[config.mk]
export PLATFORM = sky130hd
export DESIGN_NAME = mem_access_ctrl
export DESIGN_NICKNAME = d
export VERILOG_FILES = /design/src/rtl/mem_access_ctrl.sv
export SDC_FILE = /design/constraint.sdc
export NUM_CORES = 1
export LEC_CHECK = 0
export CAP_MARGIN = 30
export CELL_PAD_IN_SITES_DETAIL_PLACEMENT = 1
export CELL_PAD_IN_SITES_GLOBAL_PLACEMENT = 1
export CORE_MARGIN = 8
export CORE_UTILIZATION = 28
export DETAILED_ROUTE_END_ITERATION = 7
export GPL_TIMING_DRIVEN = 0
export PLACE_DENSITY = 0.88
export REMOVE_ABC_BUFFERS = 1
export SYNTH_ARGS = -nofsm -noshare
export SYNTH_HDL_FRONTEND = slang
export SYNTH_SLANG_ARGS = --single-unit
[constraint.sdc]
create_clock -name clk -period 1.8 [get_ports clk]
set_clock_uncertainty 0.15 [all_clocks]
set_input_delay 0.36 -clock clk [delete_from_list [all_inputs] [get_ports clk]]
set_output_delay 0.36 -clock clk [all_outputs]
set_load 0.01 [all_outputs]
[src/rtl/mem_access_ctrl.sv]
// mem_access_ctrl
//   Sequencer/arbiter for the core's single memory port. Instruction fetch
//   (address = PC) and data load/store (address = ALU result) share the port;
//   one access is granted at a time and the request, write data and the
//   datapath mux select are held stable until memory completes. When both
//   requesters contend, the one that did not win last time is served, so
//   neither can starve the other.
//
// Build option:
//   MEM_ARB_TIMEOUT_EN - when defined, an access waiting TIMEOUT cycles on
//                        mem_ready is aborted, the requester gets rvalid with
//                        zero data and the sticky err flag is raised. When
//                        undefined, accesses wait indefinitely and err is 0.
//
// Parameters:
//   AW       address width
//   DW       data width
//   TIMEOUT  max cycles waiting on mem_ready (timeout build only), >= 2
//
// Ports:
//   clk, rst                      clock (rising edge), async active-low reset
//   if_req, if_addr               fetch request / PC
//   if_gnt, if_rvalid, if_rdata   fetch accept pulse, data-valid pulse, data
//   d_req, d_we, d_be, d_addr,
//   d_wdata                       data request
//   d_gnt, d_rvalid, d_rdata      data accept pulse, read-valid/write-ack, data
//   mem_req, mem_we, mem_be,
//   mem_addr, mem_wdata           memory request
//   mem_ready, mem_rdata          memory completion (sampled while mem_req=1)
//   mem_sel                       datapath address mux: 0 = PC, 1 = ALU
//   busy                          an access is outstanding
//   err                           sticky timeout flag
module mem_access_ctrl #(
  parameter int unsigned AW      = 32,
  parameter int unsigned DW      = 32,
  parameter int unsigned TIMEOUT = 16
) (
  input  logic          clk,
  input  logic          rst,
  input  logic          if_req,
  input  logic [AW-1:0] if_addr,
  output logic          if_gnt,
  output logic          if_rvalid,
  output logic [DW-1:0] if_rdata,
  input  logic          d_req,
  input  logic          d_we,
  input  logic [3:0]    d_be,
  input  logic [AW-1:0] d_addr,
  input  logic [DW-1:0] d_wdata,
  output logic          d_gnt,
  output logic          d_rvalid,
  output logic [DW-1:0] d_rdata,
  output logic          mem_req,
  output logic          mem_we,
  output logic [3:0]    mem_be,
  output logic [AW-1:0] mem_addr,
  output logic [DW-1:0] mem_wdata,
  input  logic          mem_ready,
  input  logic [DW-1:0] mem_rdata,
  output logic          mem_sel,
  output logic          busy,
  output logic          err
);

  typedef enum logic [1:0] {
    IDLE  = 2'd0,
    FETCH = 2'd1,
    DATA  = 2'd2
  } state_t;

  if (TIMEOUT < 2) begin : g_timeout_range
    $error("mem_access_ctrl: TIMEOUT must be at least 2");
  end

  state_t        state, state_n;
  logic          last_data, last_data_n;
  logic          pick_data, pick_fetch;

  logic          if_gnt_n, if_rvalid_n, d_gnt_n, d_rvalid_n;
  logic [DW-1:0] if_rdata_n, d_rdata_n;
  logic          mem_req_n, mem_we_n, mem_sel_n, busy_n, err_n;
  logic [3:0]    mem_be_n;
  logic [AW-1:0] mem_addr_n;
  logic [DW-1:0] mem_wdata_n;

`ifdef MEM_ARB_TIMEOUT_EN
  localparam int unsigned CW = $clog2(TIMEOUT) + 1;
  localparam logic [CW-1:0] CNT_LAST = CW'(TIMEOUT - 1);
  logic [CW-1:0] wait_cnt, wait_cnt_n;
`endif

  // Round-robin tie-break: on contention, data wins unless it won last time.
  assign pick_data  = d_req && (!if_req || !last_data);
  assign pick_fetch = if_req && !pick_data;

  always_comb begin
    state_n     = state;
    last_data_n = last_data;
    if_gnt_n    = 1'b0;
    d_gnt_n     = 1'b0;
    if_rvalid_n = 1'b0;
    d_rvalid_n  = 1'b0;
    if_rdata_n  = if_rdata;
    d_rdata_n   = d_rdata;
    mem_req_n   = mem_req;
    mem_we_n    = mem_we;
    mem_be_n    = mem_be;
    mem_addr_n  = mem_addr;
    mem_wdata_n = mem_wdata;
    mem_sel_n   = mem_sel;
`ifdef MEM_ARB_TIMEOUT_EN
    err_n       = err;
    wait_cnt_n  = wait_cnt;
`else
    err_n       = 1'b0;
`endif

    case (state)
      IDLE: begin
        if (pick_data) begin
          state_n     = DATA;
          last_data_n = 1'b1;
          d_gnt_n     = 1'b1;
          mem_req_n   = 1'b1;
          mem_we_n    = d_we;
          mem_be_n    = d_be;
          mem_addr_n  = d_addr;
          mem_wdata_n = d_wdata;
          mem_sel_n   = 1'b1;
`ifdef MEM_ARB_TIMEOUT_EN
          wait_cnt_n  = '0;
`endif
        end else if (pick_fetch) begin
          state_n     = FETCH;
          last_data_n = 1'b0;
          if_gnt_n    = 1'b1;
          mem_req_n   = 1'b1;
          mem_we_n    = 1'b0;
          mem_be_n    = 4'hF;
          mem_addr_n  = if_addr;
          mem_wdata_n = '0;
          mem_sel_n   = 1'b0;
`ifdef MEM_ARB_TIMEOUT_EN
          wait_cnt_n  = '0;
`endif
        end
      end

      FETCH, DATA: begin
        if (mem_ready) begin
          state_n   = IDLE;
          mem_req_n = 1'b0;
          if (state == FETCH) begin
            if_rvalid_n = 1'b1;
            if_rdata_n  = mem_rdata;
          end else begin
            d_rvalid_n = 1'b1;
            // A write acknowledge leaves the last read data visible.
            if (!mem_we) d_rdata_n = mem_rdata;
          end
        end
`ifdef MEM_ARB_TIMEOUT_EN
        else if (wait_cnt == CNT_LAST) begin
          state_n   = IDLE;
          mem_req_n = 1'b0;
          err_n     = 1'b1;
          if (state == FETCH) begin
            if_rvalid_n = 1'b1;
            if_rdata_n  = '0;
          end else begin
            d_rvalid_n = 1'b1;
            d_rdata_n  = '0;
          end
        end else begin
          wait_cnt_n = wait_cnt + 1'b1;
        end
`endif
      end

      default: begin
        state_n   = IDLE;
        mem_req_n = 1'b0;
      end
    endcase

    busy_n = (state_n != IDLE);
  end

  always_ff @(posedge clk or negedge rst) begin
    if (!rst) begin
      state     <= IDLE;
      last_data <= 1'b0;
      if_gnt    <= 1'b0;
      if_rvalid <= 1'b0;
      if_rdata  <= '0;
      d_gnt     <= 1'b0;
      d_rvalid  <= 1'b0;
      d_rdata   <= '0;
      mem_req   <= 1'b0;
      mem_we    <= 1'b0;
      mem_be    <= '0;
      mem_addr  <= '0;
      mem_wdata <= '0;
      mem_sel   <= 1'b0;
      busy      <= 1'b0;
      err       <= 1'b0;
`ifdef MEM_ARB_TIMEOUT_EN
      wait_cnt  <= '0;
`endif
    end else begin
      state     <= state_n;
      last_data <= last_data_n;
      if_gnt    <= if_gnt_n;
      if_rvalid <= if_rvalid_n;
      if_rdata  <= if_rdata_n;
      d_gnt     <= d_gnt_n;
      d_rvalid  <= d_rvalid_n;
      d_rdata   <= d_rdata_n;
      mem_req   <= mem_req_n;
      mem_we    <= mem_we_n;
      mem_be    <= mem_be_n;
      mem_addr  <= mem_addr_n;
      mem_wdata <= mem_wdata_n;
      mem_sel   <= mem_sel_n;
      busy      <= busy_n;
      err       <= err_n;
`ifdef MEM_ARB_TIMEOUT_EN
      wait_cnt  <= wait_cnt_n;
`endif
    end
  end

endmodule

==> results of run 1 <==
-- area by class of cell --
class                      instances  share of cell area (%)
clock inverter                    11                   1.409
tap                              270                   3.588
clock buffer                      21                   4.890
inverter                           7                  0.3588
multi-input combinational        226                   21.33
timing repair buffer             295                   30.67
sequential                       142                   37.75
-- final timing paths --
| path | from | endpoint | slack [ns] | cells past startpoint |
|---|---|---|---|---|
| max | state[0]$_DFF_PN0_ | d_rdata[5]$_DFFE_PN0P_ | -0.09 | 8 |
| min | mem_addr[28]$_DFFE_PN0P_ | mem_addr[28]$_DFFE_PN0P_ | 0.33 | 2 |
| max reg2reg | state[0]$_DFF_PN0_ | d_rdata[5]$_DFFE_PN0P_ | -0.09 | 8 |
| min reg2reg | mem_addr[28]$_DFFE_PN0P_ | mem_addr[28]$_DFFE_PN0P_ | 0.33 | 2 |
| max in group asynchronous | rst | mem_addr[26]$_DFFE_PN0P_ | 0.34 | 3 |
| min in group asynchronous | rst | d_rdata[6]$_DFFE_PN0P_ | 0.38 | 2 |
-- flip-flops by register name, indices dropped and copies added, names as in the netlist, 2 cells and up --
signal     count
if_rdata      32
state          2
d_rdata       32
mem_addr      32
mem_wdata     32
mem_be         4
-- per-stage QoR --
step                      utilization [%]  setup slack, ns
after floorplan                         -           -1.069
after global placement              42.77           -5.712
after detailed placement            43.41          -0.7906
after CTS                           47.17          -0.1484
after global routing                47.14          -0.1622
final                               47.14         -0.08857
-- power by group --
| part | internal, mW | total, mW | leakage [nW] | switching, mW |
|---|---|---|---|---|
| registers | 4.80 | 5.64 | 1.73 | 0.838 |
| logic | 3.82 | 7.23 | 2.41 | 3.41 |
| clock network | 2.13 | 3.52 | 0.284 | 1.39 |
| total | 10.8 | 16.4 | 4.42 | 5.64 |
-- synthesized netlist by cell type (3+ instances only) --
cell	n	share of area (%)
o22a_1	3	0.47
inv_1	6	0.40
buf_6	4	0.80
dfrtp_1	142	63
nand2_1	36	2.4
mux2_2	62	12
ha_1	3	0.67
buf_2	4	0.36
buf_8	3	0.80
mux2i_1	32	5.7
a21oi_1	3	0.27
clkbuf_1	8	0.53
o21ai_0	7	0.62
a22o_1	33	5.1
o21ai_1	30	2.7
buf_4	6	0.80
-- cell families (layout without fill, tap and decap cells) --
logic type	count (synthesis)	count (layout)	synth area share (%)
AOI/OAI and AO/OA	82	83	10.07
muxes	96	96	18.53
DFF	142	142	63.25
other	1	1	0.06675
and+or+nand+nor	43	43	3.519
buffers and inverters	32	334	3.897
adders and majority gates	3	3	0.6682
-- routing by layer --
metal,vias to the layer above,global-route usage [%],share of wire [%]
met5,-,0,0
met4,0,4.941,1.5
met3,15,7.617,11
met2,212,25.26,47
met1,2122,17.91,41
li1,1995,-,-
-- worst max-delay path, cell delays in order, from the launching register on --
cell     delay [ns]
dfrtp_1        0.39
inv_2          0.06
ha_4           0.27
nand2_4        0.05
nor3_4         0.17
buf_12         0.15
buf_12         0.11
buf_16         0.12
mux2_4         0.29
-- what timing repair did --
| action | in CTS | in global routing |
|---|---|---|
| pin swaps | 3 | 2 |
| hold endpoints to repair | 72 | 0 |
| setup endpoints to repair | 274 | 34 |
| gates cloned | 3 | 0 |
| gates resized for setup | 177 | 10 |
| hold buffers | 1 | 0 |
| setup buffers | 12 | 1 |
==> impl_results.md, run 1 <==
- Max Freq: between 500 and 600 MHz
- Largest net degree at the start of global routing: 74
- Synth-to-Final Area Change: 67.59%
- Post-synth cell types: 31
- Skew-Pair Late Insertion Delay: roughly 0.40 ns
- Post-synth ARST share: 100.0%
- Count of TritonRoute iterations in the first routing pass: 3
- IO Port Bufs: approximately 280
- Vias in the first global route: slightly above 5,000
- Total Wirelength: between 15,000 and 20,000 um
- Crit path max fanout: 5
- Power, Total: around 16 mW
- Critical path class: reg2reg
- Fin area: 9415 sq um
- Final Max Slew Viols: 0
- Setup crit end kind: register
- Worst EP required: 1.94 ns
- Mapped Area: 5618 sq um
- RD Place Congestion: 0.7408
- FF+latch area: 3555 sq um
- Synthesis-stage register bit count: approximately 140
- Multi-input gate area: ~2000 sq um
- Post-synthesis sequential area ratio: between 60% and 70%
- Slew HR: a little over half
- Root Driver: clkbuf_16
- Mapped Avg Cell Area: about 14 sq um
- Tcrit/Tclk final: 104.9%
- Worst hold slack: 0.3268 ns
- Vias/cell: ~4.5
- Layout cell share with drive strength beyond 1: between 10% and 20%
- CP startpoint kind: register
- Fin crit period: 1.889 ns
- Slew @ Worst Pin: between 0.7 and 0.8 ns
- Clk sink count: between 100 and 150
- Non-Filler Instances: just under 1,000
- Setup violators final: 32
- DIE WIDTH: 157.6 um
- Setup TNS: -1.212 ns
- Post-DP HPWL: around 14,000 um
- Cells after synthesis: roughly 400
- Worst setup margin: -0.08857 ns
- First-pass GRT wire length: 29,660 um
- RSZ-0062 raised after global routing: true
- CTS Buffer Depth: 2
- Drt drc: 0
- Final hold vios: 0
- Fill cell count: 2,093
- CTS clk-pin slew, worst paths: ~0.060 ns
- Total power divided by cell area: between 1500 and 2000 nW/um^2
- Avg WL per Cell: around 19 um
- Routed Antenna Nets: 0
- TritonCTS clock tree: built
- Rows: 52
- # diodes: 0
- Max-Cap Viols: 0
- CORE AREA: 19,970 sq um
- Gr usage total: ~16%
- Initial DRC Count: 90
- Hold Path Class: reg2reg
- Post-synth top flop: dfrtp_1
- Violated checks: setup timing
- Dpl cell area: around 8700 sq um
- Yosys warnings: 0
- Via count: around 4,300
- Initial Utilization: about 28%
- Placed Instances: between 900 and 1,000
- Num CTS Buffers: 17
- Post-synth EDFFs: 0
- Die height: ~160 um
- Leakage Power: about 4.4 nW
- Nets: 830
- Initial antenna violation count: 0
- CP Data Arrival Time: between 2 and 2.5 ns
- Outcome: finished, violations left
- Grt ovf: 0
- I/O pin count: 279
- H-tree levels: 4
- Die area: between 20,000 and 25,000 sq um
- Maximum VDD drop: approximately 0.58 mV
- Most frequent cells in the layout: dfrtp_1 (141), dlygate4sd2_1 (141), clkdlybuf4s50_1 (134)
No activity file was read; power rests on OpenSTA's default activity.
==> inputs of run 2 (changes only) <==
- CTS_CLUSTER_SIZE: not set -> 20
- HOLD_SLACK_MARGIN: not set -> 0.05
==> results of run 2 <==
Same layout as run 1: the final DEF is identical, and so are final timing and power.
==> variant 1: new RTL, settings of run 1 <==
Add a define of `MEM_ARB_TIMEOUT_EN`.
--- a/src/rtl/mem_access_ctrl.sv
+++ b/src/rtl/mem_access_ctrl.sv
@@ -30,6 +30,8 @@
 //   mem_sel                       datapath address mux: 0 = PC, 1 = ALU
 //   busy                          an access is outstanding
 //   err                           sticky timeout flag
+`define MEM_ARB_TIMEOUT_EN
+
 module mem_access_ctrl #(
   parameter int unsigned AW      = 32,
   parameter int unsigned DW      = 32,
Behaviour: same outputs for any inputs over 4 cycles, from zero or initial values and one cycle with rst low; that may be too few to reach the edited logic, so the function may still have changed.
==> variant 1 against run 1 <==
The run still ends with setup timing left. Synthesized area up 9.4%. Sequential power up 0.9%. Synthesized cell count up 31%. Sequential cell count up 6. Design area rose by 10%. Combinational power is 8.0% higher. Power increased by 4.4%. Worst setup slack got worse by 0.12 ns. Routed wire length is 25% higher. Critical endpoint is now d_rdata[24]$_DFFE_PN0P_. Largest power group unchanged. Highest routed layer unchanged.
==> variant 1: results (changes against run 1) <==
status: "finished, violations left"  # unchanged
violations: "setup timing"  # unchanged
clk-insertion-delay-late_ns: 0.41
diodes: 0  # unchanged
reg2regPathDepth: 6  # was 8
drive_above_1_share_pct: 17.2  # was 17.8%
crit_end: "d_rdata[24]$_DFFE_PN0P_"  # was d_rdata[5]$_DFFE_PN0P_
ir_worst_vdd_mv: 0.532  # was 0.576 mV
min_to: "mem_addr[13]$_DFFE_PN0P_"  # was mem_addr[28]$_DFFE_PN0P_
hpwl_mm: 16.2  # was 13.9 mm
post_drt_wl_per_cell_um: 20.9  # was 19.4 µm
via_per_inst: 4.72  # was 4.47
grt_pass1_vias: 6116  # was 5148
crit_family: "flip-flops"  # was buffers and inverters
ys_async_sr_fraction_pct: 100  # unchanged
postPlaceCellArea_um2: 9270  # was 8670 µm²
ys_types: 38  # was 31
nets: 979  # was 830
cp-end-kind: "register"  # unchanged
synth_common_cells: "dfrtp_1 (148), nand2_1 (79), o21ai_0 (56), mux2i_1 (53), a22o_1 (33)"  # was dfrtp_1 (142), mux2_2 (62), nand2_1 (36), a22o_1 (33), mux2i_1 (32)
synthTopCellsByArea: "dfrtp_1 (60%), mux2i_1 (8.6%), nand2_1 (4.8%), a22o_1 (4.7%), o21ai_0 (4.6%)"  # was dfrtp_1 (63%), mux2_2 (12%), mux2i_1 (5.7%), a22o_1 (5.1%), o21ai_1 (2.7%)
drt_first_pass_iters: 4  # was 3
pre_cts_ws_ns: -1.32  # was -0.791 ns
hold_slack_ns: 0.324  # was 0.327 ns
cts_root_buffer: "clkbuf_16"  # unchanged
drt_iter0_drc: 168  # was 90
grt_pass1_wl_mm: 35.5  # was 29.7 mm
grtUsageTotal_pct: 17.0  # was 15.6%
grt_max_degree: 86  # was 74
p_leak_nw: 5.22  # was 4.42 nW
setup_viol: 70  # was 32
hold_path_startpoint: "mem_addr[13]$_DFFE_PN0P_"  # was mem_addr[28]$_DFFE_PN0P_
slew_headroom_pct: 44.2  # was 52.8%
io_buffers: 278  # was 277
ys_seq_area_share_pct: 60.3  # was 63.3%
critPathMaxStageDelay_ns: 0.39  # about the same
worst_slack_ns: -0.207  # was -0.0886 ns
routabilityCongestion: 0.717  # was 0.741
synth_flop_cell: "dfrtp_1"  # unchanged
cp_max_fo: 10  # was 5
startpoint: "wait_cnt[0]$_DFFE_PN0P_"  # was state[0]$_DFF_PN0_
==> variant 1: layout make-up <==
type | instances | area [µm²]
fill | 2308 | 11300
sequential | 148 | 3710
timing repair buffer | 329 | 3260
multi-input combinational | 311 | 2370
clock buffer | 20 | 447
tap | 280 | 350
clock inverter | 12 | 144
inverter | 28 | 113
==> variant 1: worst reg2reg max path, cell delays in order (launching register included) <==
cell      delay [ns]
dfrtp_1         0.39
ha_2            0.19
and3_4          0.20
ha_4            0.18
o211ai_4        0.24
buf_8           0.20
mux2_2          0.35
==> variant 1: routing by layer <==
layer,GRT usage [%],wire length (µm),up-vias
met4,3.97,256,0
li1,-,-,2426
met3,7.37,2470,19
met2,28.5,11500,240
met1,19.7,9440,2642
met5,0,0,-
==> variant 1: power breakdown <==
part           switching (mW)  internal (mW)
clock                    1.51           2.11
sequential              0.875           4.82
combinational            3.80           4.00
total                    6.19           10.9
==> variant 1: stage by stage <==
stage	util, %	TNS, ns	instances	power (mW)
after floorplan	-	-198.78	487	8.72
after global placement	42.0	-1312.38	1045	12.8
after detailed placement	42.7	-109.36	1052	13.3
after CTS	47.0	-9.43	1118	16.8
after global routing	47.9	-14.31	1128	18.2
final	47.9	-9.58	1128	17.1
==> variant 1: logic make-up after synthesis <==
logic type | count (synthesis) | synth area share [%]
simple gates | 112 | 8.10
buf+inv | 62 | 4.62
flops | 148 | 60.3
fa+ha+maj | 6 | 1.22
mux | 76 | 12.8
compound gates | 117 | 12.9
==> variant 1: timing repair <==
item / in CTS / in global routing
hold buffers: 1 / 0
resized for setup: 196 / 39
pin swaps: 10 / 3
setup buffers: 30 / 9
hold endpoints to repair: 63 / 0
gates cloned: 3 / 3
setup endpoints to repair: 283 / 113
==> variant 2: new RTL, flow settings as in run 1 <==
Without the edit above. Reset style: synchronous (`rst`), changed in one clocked block. Comments in the files are not updated.
--- a/src/rtl/mem_access_ctrl.sv
+++ b/src/rtl/mem_access_ctrl.sv
@@ -186,7 +186,7 @@
     busy_n = (state_n != IDLE);
   end
 
-  always_ff @(posedge clk or negedge rst) begin
+  always_ff @(posedge clk) begin
     if (!rst) begin
       state     <= IDLE;
       last_data <= 1'b0;
Check against the original RTL: differs if rst is asserted again (counterexample within 4 cycles, from zero or initial values and one cycle with rst low); with rst held inactive, the same outputs for 4 cycles.
==> variant 2 against run 1 <==
Worst setup slack better by 0.16 ns. Count of clock-buffer cells in the layout is 4 lower. Sequential cell count stayed put. Critical path depth is 2 lower. Synthesized area is 6.5% lower. Largest cell class is now buffers. Core utilization is 0.70 points higher. Design area is 5.6% lower. Routed wire length is 9.4% higher.
Power is not compared: it rests on default switching activity, and its combinational part moved more than twofold at a synthesized area within 25%.
==> variant 2: results (changes against run 1) <==
ys_seq_area_share_pct: 54.1  # was 63.3%
status: "complete, no violations"  # was finished, violations left
drt_first_pass_iters: 4  # was 3
critPathMaxStageDelay_ns: 0.63  # was 0.39 ns
routed_wl_mm: 20.6  # was 18.9 mm
ys_async_sr_fraction_pct: 0  # was 100%
grt_pass1_wl_mm: 32.5  # was 29.7 mm
hpwl_mm: 14.8  # was 13.9 mm
synthCells: 588  # was 399
fillers: 2121  # was 2093
synth_common_cells: "nand2_1 (194), dfxtp_1 (142), a21boi_0 (59)"  # was dfrtp_1 (142), mux2_2 (62), nand2_1 (36), a22o_1 (33), mux2i_1 (32)
critPathSlowestCell: "clkdlybuf4s50_1"  # was dfrtp_1
cp_max_fo: 7  # was 5
nets: 995  # was 830
yosysWarningCount: 0  # unchanged
cp_data_arrival_time_ns: 1.91  # was 2.02 ns
drive_above_1_share_pct: 8.30  # was 17.8%
cts_max_path_buffers: 2  # unchanged
routabilityCongestion: 0.746  # was 0.741
cts.htree.levels: 4  # unchanged
cts_made_buffers: 17  # unchanged
p_leak_nw: 3.94
worst_pin_slew_ns: 0.686  # was 0.707 ns
ys_types: 31  # unchanged
diodes: 0  # unchanged
synth_flop_cell: "dfxtp_1"  # was dfrtp_1
grt_max_degree: 107  # was 74
dp_cells: 1058  # was 926
gr-usage-met1_pct: 19.5  # was 17.9%
ir_worst_vdd_mv: 0.628
antenna_found_initial: 0  # unchanged
clk_pin_slew_ns: 0.06  # about the same
clk-insertion-delay-late_ns: 0.41
worstHoldPathType: "reg2reg"  # unchanged
grt.met2_usage_pct: 29.3  # was 25.3%
via_per_inst: 4.77  # was 4.47
grt_pass1_vias: 5756  # was 5148
synthTopCellsByArea: "dfxtp_1 (54%), nand2_1 (14%), a21boi_0 (8.4%), a22o_1 (5.5%), a31oi_1 (3.9%)"  # was dfrtp_1 (63%), mux2_2 (12%), mux2i_1 (5.7%), a22o_1 (5.1%), o21ai_1 (2.7%)
grt.met3_usage_pct: 8.43  # was 7.62%
post_drt_wl_per_cell_um: 18.8  # was 19.4 µm
grtUsageTotal_pct: 17.4  # was 15.6%
io_buffers: 277  # unchanged
drt_iter0_drc: 167  # was 90
cts_root_buffer: "clkbuf_16"  # unchanged
## variant 2: logic make-up (layout without fill, tap and decap cells)
kind of cell | Yosys count | in the layout | synth area share (%)
AOI/OAI and AO/OA | 177 | 177 | 24.2
adders and majority gates | 3 | 3 | 0.715
buffers and inverters | 55 | 334 | 5.19
DFF | 142 | 142 | 54.1
other | 1 | 1 | 0.0714
and+or+nand+nor | 210 | 210 | 15.7
## variant 2: metal layers
layer / vias up / share of wire, % / wire length (µm)
li1: 2533 / - / -
met1: 2505 / 42 / 8640
met2: 210 / 48 / 9890
met3: 7 / 9.5 / 1960
met4: 0 / 0.73 / 150
met5: - / 0 / 0
## variant 2: what timing repair did
item,CTS,global route
gates resized for setup,155,14
setup endpoints to repair,263,53
buffers inserted,8,1
pin swaps,1,1
cloned,1,1
## variant 2: cell type report
cell class / instances / share of cell area, %
multi-input cells: 391 / 24.9
inverters: 5 / 0.211
well taps: 234 / 3.29
clock buffers: 17 / 4.79
repair buffers: 297 / 33.1
clock inverters: 15 / 1.70
flip-flops and latches: 142 / 32.0
## variant 2: final timing paths
path,start,endpoint,slack [ns],cells after the start
max,mem_ready,d_rdata[22]$_SDFFE_PN0P_,0.08,6
min,d_rdata[23]$_SDFFE_PN0P_,d_rdata[23]$_SDFFE_PN0P_,0.31,2
max reg2reg,state[0]$_SDFF_PN0_,d_rdata[22]$_SDFFE_PN0P_,0.08,7
min reg2reg,d_rdata[23]$_SDFFE_PN0P_,d_rdata[23]$_SDFFE_PN0P_,0.31,2
## variant 2: metrics by stage
step,area [µm²],setup WS (ns),setup TNS (ns)
after CTS,8830,0.00345,0
after floorplan,5000,-1.78,-117.65
final,8890,0.0756,0
after detailed placement,8270,-0.814,-60.58
after global routing,8890,0.00431,0
after global placement,8070,-4.05,-419.17
## variant 2: worst max-delay path, delay by kind of cell
family                 cells  cell delay, ns
AO/OA/AOI/OAI              1            0.15
AND/OR/NAND/NOR            2            0.41
buffers and inverters      3            0.99
## variant 2: report_power, final
part           total (mW)  internal [mW]  switching, mW
clock                3.49           1.96           1.53
sequential           3.54           3.41          0.133
combinational        1.75          0.898          0.848
total                8.78           6.26           2.52
